==> src/rtl/pillar_pkg.sv <==
// pillar_pkg: shared types and constants for the pillar scheduler.
// Holds the FSM state enum and the LFSR seed/tap constants.
package pillar_pkg;

  typedef enum logic [1:0] {
    IDLE,
    RUN,
    PAUSE,
    OVER
  } state_t;

  localparam logic [15:0] LFSR_SEED = 16'hACE1;

  // Taps 16,14,13,11 of a right-shifting register sit on bits 0,2,3,5.
  localparam logic [15:0] LFSR_TAPS = 16'h002D;

endpackage

==> src/rtl/pillar_lfsr.sv <==
// pillar_lfsr: free-running 16-bit Fibonacci LFSR.
// Advances every clock; reset loads the package seed.
module pillar_lfsr
  import pillar_pkg::*;
(
  input  logic        clk,
  input  logic        reset,
  output logic [15:0] q
);

  // Shift right, feedback from the tap XOR into the MSB.
  always_ff @(posedge clk) begin
    if (reset) q <= LFSR_SEED;
    else       q <= {^(q & LFSR_TAPS), q[15:1]};
  end

endmodule

==> src/rtl/pillar_scheduler.sv <==
// pillar_scheduler: play FSM, step divider and pillar spawner.
// Optional auto speed-up under `PILLAR_SCHED_SPEEDUP_EN.
module pillar_scheduler
  import pillar_pkg::*;
#(
  parameter int GAP_W       = 4,
  parameter int SPACING     = 6,
  parameter int BASE_PERIOD = 4
) (
  input  logic        clk,
  input  logic        reset,
  input  logic        start,
  input  logic        hold,
  input  logic        collide,
  input  logic [1:0]  speed,
  output logic [15:0] pattern_out,
  output logic        step,
  output logic        spawned,
  output logic        running,
  output logic [7:0]  score
);

  localparam logic [15:0] GAP_ONES =
    16'((32'd1 << GAP_W) - 32'd1);
  localparam int R_MAX = 16 - GAP_W;

  state_t      state, state_n;
  logic        accept;
  logic        advance;
  logic        tick;
  logic        spawn_now;
  logic [6:0]  div;
  logic [6:0]  period_m1;
  logic [3:0]  spawn_cnt;
  logic [1:0]  eff_speed;
  logic [3:0]  offset;
  logic [15:0] gap_pat;
  logic [15:0] lfsr_q;
  logic        lfsr_unused;

  pillar_lfsr u_lfsr (
    .clk   (clk),
    .reset (reset),
    .q     (lfsr_q)
  );

  assign lfsr_unused = ^lfsr_q[15:4];

`ifdef PILLAR_SCHED_SPEEDUP_EN
  logic [1:0] auto_lvl;
  logic [2:0] spawn8;

  // Auto level climbs once per eight spawns, capped at 3.
  always_ff @(posedge clk) begin
    if (reset || accept) begin
      auto_lvl <= 2'd0;
      spawn8   <= 3'd0;
    end else if (spawn_now) begin
      spawn8 <= spawn8 + 3'd1;
      if (spawn8 == 3'd7 && auto_lvl != 2'd3)
        auto_lvl <= auto_lvl + 2'd1;
    end
  end

  assign eff_speed =
    (auto_lvl > speed) ? auto_lvl : speed;
`else
  assign eff_speed = speed;
`endif

  assign period_m1 =
    7'(BASE_PERIOD * (4 - int'(eff_speed)) - 1);

  // Fold gap offsets that would run off the top row.
  always_comb begin
    offset = lfsr_q[3:0];
    if (int'(lfsr_q[3:0]) > R_MAX)
      offset = 4'(int'(lfsr_q[3:0]) - GAP_W);
  end

  assign gap_pat = ~(GAP_ONES << offset);

  // State register.
  always_ff @(posedge clk) begin
    if (reset) state <= IDLE;
    else       state <= state_n;
  end

  // Next state; collide outranks hold while playing.
  always_comb begin
    state_n = state;
    accept  = 1'b0;
    unique case (1'b1)
      (state == IDLE || state == OVER): begin
        if (start) begin
          state_n = RUN;
          accept  = 1'b1;
        end
      end
      (state == RUN): begin
        if (collide)   state_n = OVER;
        else if (hold) state_n = PAUSE;
      end
      (state == PAUSE): begin
        if (collide)    state_n = OVER;
        else if (!hold) state_n = RUN;
      end
      default: state_n = IDLE;
    endcase
  end

  assign advance   = (state == RUN) && (state_n == RUN);
  assign tick      = advance && (div == 7'd0);
  assign spawn_now = tick && (spawn_cnt == 4'd0);
  assign running   = (state == RUN);

  // Divider, spawn counter, pattern and score.
  always_ff @(posedge clk) begin
    if (reset) begin
      div         <= 7'd0;
      spawn_cnt   <= 4'd0;
      pattern_out <= 16'h0000;
      step        <= 1'b0;
      spawned     <= 1'b0;
      score       <= 8'd0;
    end else begin
      step    <= tick;
      spawned <= spawn_now;
      if (accept) begin
        div         <= period_m1;
        spawn_cnt   <= 4'd0;
        pattern_out <= 16'h0000;
        score       <= 8'd0;
      end else if (tick) begin
        div <= period_m1;
        spawn_cnt <= (spawn_cnt == 4'(SPACING - 1))
                   ? 4'd0 : spawn_cnt + 4'd1;
        pattern_out <= spawn_now ? gap_pat : 16'h0000;
        if (spawn_now && score != 8'hFF)
          score <= score + 8'd1;
      end else if (advance) begin
        div <= div - 7'd1;
      end
    end
  end

endmodule

==> config.mk <==
export PLATFORM = sky130hd
export DESIGN_NAME = pillar_scheduler
export DESIGN_NICKNAME = d
export VERILOG_FILES = /design/src/rtl/pillar_pkg.sv /design/src/rtl/pillar_lfsr.sv /design/src/rtl/pillar_scheduler.sv
export SDC_FILE = /design/constraint.sdc
export NUM_CORES = 1
export LEC_CHECK = 0
export ABC_AREA = 1
export BUFFER_PORTS_ARGS = -buffer_cell sky130_fd_sc_hd__clkbuf_2
export CORE_MARGIN = 1.5
export CORE_UTILIZATION = 34
export DETAILED_ROUTE_END_ITERATION = 16
export PLACE_DENSITY_LB_ADDON = 0.2
export SLEW_MARGIN = 20
export SYNTH_ARGS = -nofsm -noshare
export SYNTH_HDL_FRONTEND = slang
export SYNTH_SLANG_ARGS = --single-unit
==> constraint.sdc <==
create_clock -name clk -period 2 [get_ports clk]
set_input_delay 0.4 -clock clk [delete_from_list [all_inputs] [get_ports clk]]
set_output_delay 0.4 -clock clk [all_outputs]
set_load 0.01 [all_outputs]
==> impl_metrics.py <==
metrics = {
    "run_status": {
        "status": "finished, final reports clean",
    },
    "floorplan": {
        "chipHeight_um": 89.2,
        "die_w_um": 89.2,
        "std_cell_rows": 31,
        "die_area_um2": 7960,
        "start_util": 0.350,
        "io_pins": 34,
        "coreArea_um2": 7210,
    },
    "route": {
        "remaining_drc_errors": 0,
        "ant_nets": 0,
        "drt_iter0_drc": 75,
        "wl_per_cell_um": 10.5,
        "vias": 2083,
        "vias_per_cell": 4.43,
        "firstDrtPassIters": 4,
        "wl_um": 4950,
    },
    "sta": {
        "rsz0062_at_grt": "false",
        "slew_violations": 0,
        "worst_slew_pin_slew_ps": 310,
        "timing.fmax_mhz": 547,
        "hold_ws_ps": 406,
        "finalSetupTns_ps": 0,
        "fin_ws_ps": 173,
        "min_period_over_period": 0.913,
        "fin_crit_ps": 1830,
        "finalSetupViolCount": 0,
        "slew_headroom": 0.794,
        "final-hold-violation-count": 0,
        "finClkSkew_ps": 8.26,
    },
    "power": {
        "p_int_mw": 1.73,
        "peakVddDrop_uv": 419,
        "p_leak_nw": 1.30,
        "combPwrFrac": 0.227,
        "p_per_area_nw_per_um2": 849,
        "power_mw": 2.49,
        "power_frac_seq": 0.484,
        "p_sw_uw": 756,
        "swShare": 0.304,
        "power_frac_clock": 0.289,
    },
    "cells_and_area": {
        "drive_above_1_share": 0.218,
        "syn_to_final_growth_pct": 16.1,
        "final_cell_mix": "72 x nand2_1, 55 x dfxtp_1, 39 x nor2_1",
        "layout_commonest_cell": "nand2_1",
        "design_area_um2": 2930,
        "antenna_cells": 0,
        "n_fill_cell": 806,
        "num-nets-final": 388,
    },
    "synthesis": {
        "syn_area_per_cell_um2": 7.63,
        "synth.distinct_cells": 37,
        "synth_area_leaders": "dfxtp_1 44%, nand2_1 11%, nor2_1 5.8%, inv_1 5.1%, ha_1 5.0%",
        "yosys_warnings": 0,
        "yosys_register_bits": 55,
        "yosysTopAreaCell": "dfxtp_1",
        "synth_edf_count": 0,
        "syn_inst": 331,
        "netlist_area_um2": 2530,
        "syn_nets": 348,
        "yosysSeqAreaShare": 0.436,
        "synth_ff_type": "dfxtp_1",
        "synth_top_area_frac": 0.436,
        "async_flop_share": 0,
    },
    "grt": {
        "use_met3": 0.0397,
        "busiest_layer": "met2",
        "grt_pass1_wl_um": 8580,
        "grt_usage": 0.139,
        "grt_pass1_vias": 1924,
        "overflow": 0,
        "grt_max_degree": 19,
        "use_met2": 0.221,
        "grt_use_met1": 0.186,
        "antenna_found_initial": 0,
    },
    "clock_network": {
        "insertion_delay_ps": 310,
        "post-cts-setup-buffer-count": 0,
        "clkTransAtPathRegs_ps": 90,
        "clockRootBuffer": "clkbuf_8",
        "numCtsBuffers": 5,
        "cts_max_level": 2,
        "clk_path_buf_depth": 2,
        "cts_num_sinks": 55,
        "cts_resized": 0,
        "cts_hold_repair.buffers": 0,
        "cts_tree": "done",
    },
    "critical_path": {
        "path_class": "register to register",
        "cp.required_ps": 2230,
        "r2r_slack_ps": 170,
        "cp-end-kind": "register",
        "cp-start-kind": "register",
        "reg2reg_depth": 9,
        "worst-path-max-fanout": 9,
        "arrival_ps": 2060,
    },
    "worst_hold_path": {
        "whs_path_depth": 2,
        "hold_path.class": "register to register",
    },
    "place": {
        "place_area_um2": 2830,
        "io_buffers": 33,
        "dp_hpwl_um": 3730,
        "place_ws_ps": 162,
        "place.gp.congestion": 0.763,
    },
    "flow_run": {
        "cap_violations": 0,
    },
}
==> flip-flops by register name (all words and copies together), names as in the netlist <==
register     count
pattern_out     16
u_lfsr.q        16
score            8
div              7
spawn_cnt        4
state            2
spawned          1
step             1
==> synthesized netlist by cell type (2+ instances only) <==
master and count:
nand2_1 72, dfxtp_1 55, nor2_1 39, inv_1 34, a21oi_1 22, nand3_1 19, o21ai_0 16, ha_1 10
inv_2 9, or2_2 6, xor2_1 6, a21oi_2 4, nand3_2 4, nor3_1 4, buf_2 3, clkbuf_1 3
o21ai_2 3, buf_6 2, nand4_1 2
==> layer usage <==
layer | vias to the layer above | wire [um]
met2 | 24 | 2160
met5 | - | 0
met3 | 6 | 170
met4 | 0 | 53
met1 | 921 | 2560
li1 | 1132 | -
==> cell families after synthesis <==
kind of cell / after synthesis / synth area share
compound gates: 52 / 0.119
xor+xnor: 7 / 0.0272
fa+ha+maj: 10 / 0.0495
buf+inv: 52 / 0.0847
flops: 55 / 0.436
simple gates: 155 / 0.284
==> stage by stage <==
| stage | util | cells |
|---|---|---|
| floorplan | - | 331 |
| global placement | 0.392 | 463 |
| detailed placement | 0.392 | 463 |
| CTS | 0.406 | 470 |
| global route | 0.407 | 470 |
| finish | 0.407 | 470 |
==> critical path, stage by stage (launching register included) <==
cell	delay, ps
dfxtp_1	360
inv_1	80
ha_1	320
o21ai_0	110
nand3_2	170
nand2_1	180
nand2_1	210
nand2_1	110
nor2_1	40
nor3_1	180
==> power groups by stage <==
stage	Clock, mW	Combinational, mW	Sequential, mW
2_1_floorplan	0	0.447	1.23
3_3_place_gp	0	0.567	1.23
3_5_place_dp	0	0.567	1.23
4_1_cts	0.744	0.570	1.21
5_1_grt	0.785	0.649	1.21
6_report	0.720	0.564	1.21
==> worst paths after layout <==
kind,startpoint,end
setup / recovery,state[0]$_SDFF_PP0_,div[4]$_SDFFE_PP0P_
hold / removal,u_lfsr.q[9]$_SDFF_PP0_,u_lfsr.q[8]$_SDFF_PP0_
setup reg to reg,state[0]$_SDFF_PP0_,div[4]$_SDFFE_PP0P_
hold reg to reg,u_lfsr.q[9]$_SDFF_PP0_,u_lfsr.q[8]$_SDFF_PP0_
==> cell type report <==
class / count / area [um2] / share of cell area
Timing Repair Buffer: 41 / 225 / 0.0768
Clock inverter: 1 / 30.0 / 0.0102
Tap cell: 99 / 124 / 0.0422
Clock buffer: 6 / 72.6 / 0.0247
Sequential cell: 55 / 1100 / 0.375
Multi-Input combinational cell: 224 / 1220 / 0.415
Inverter: 44 / 165 / 0.0563
Note: power is estimated with default switching activity, not from simulation.
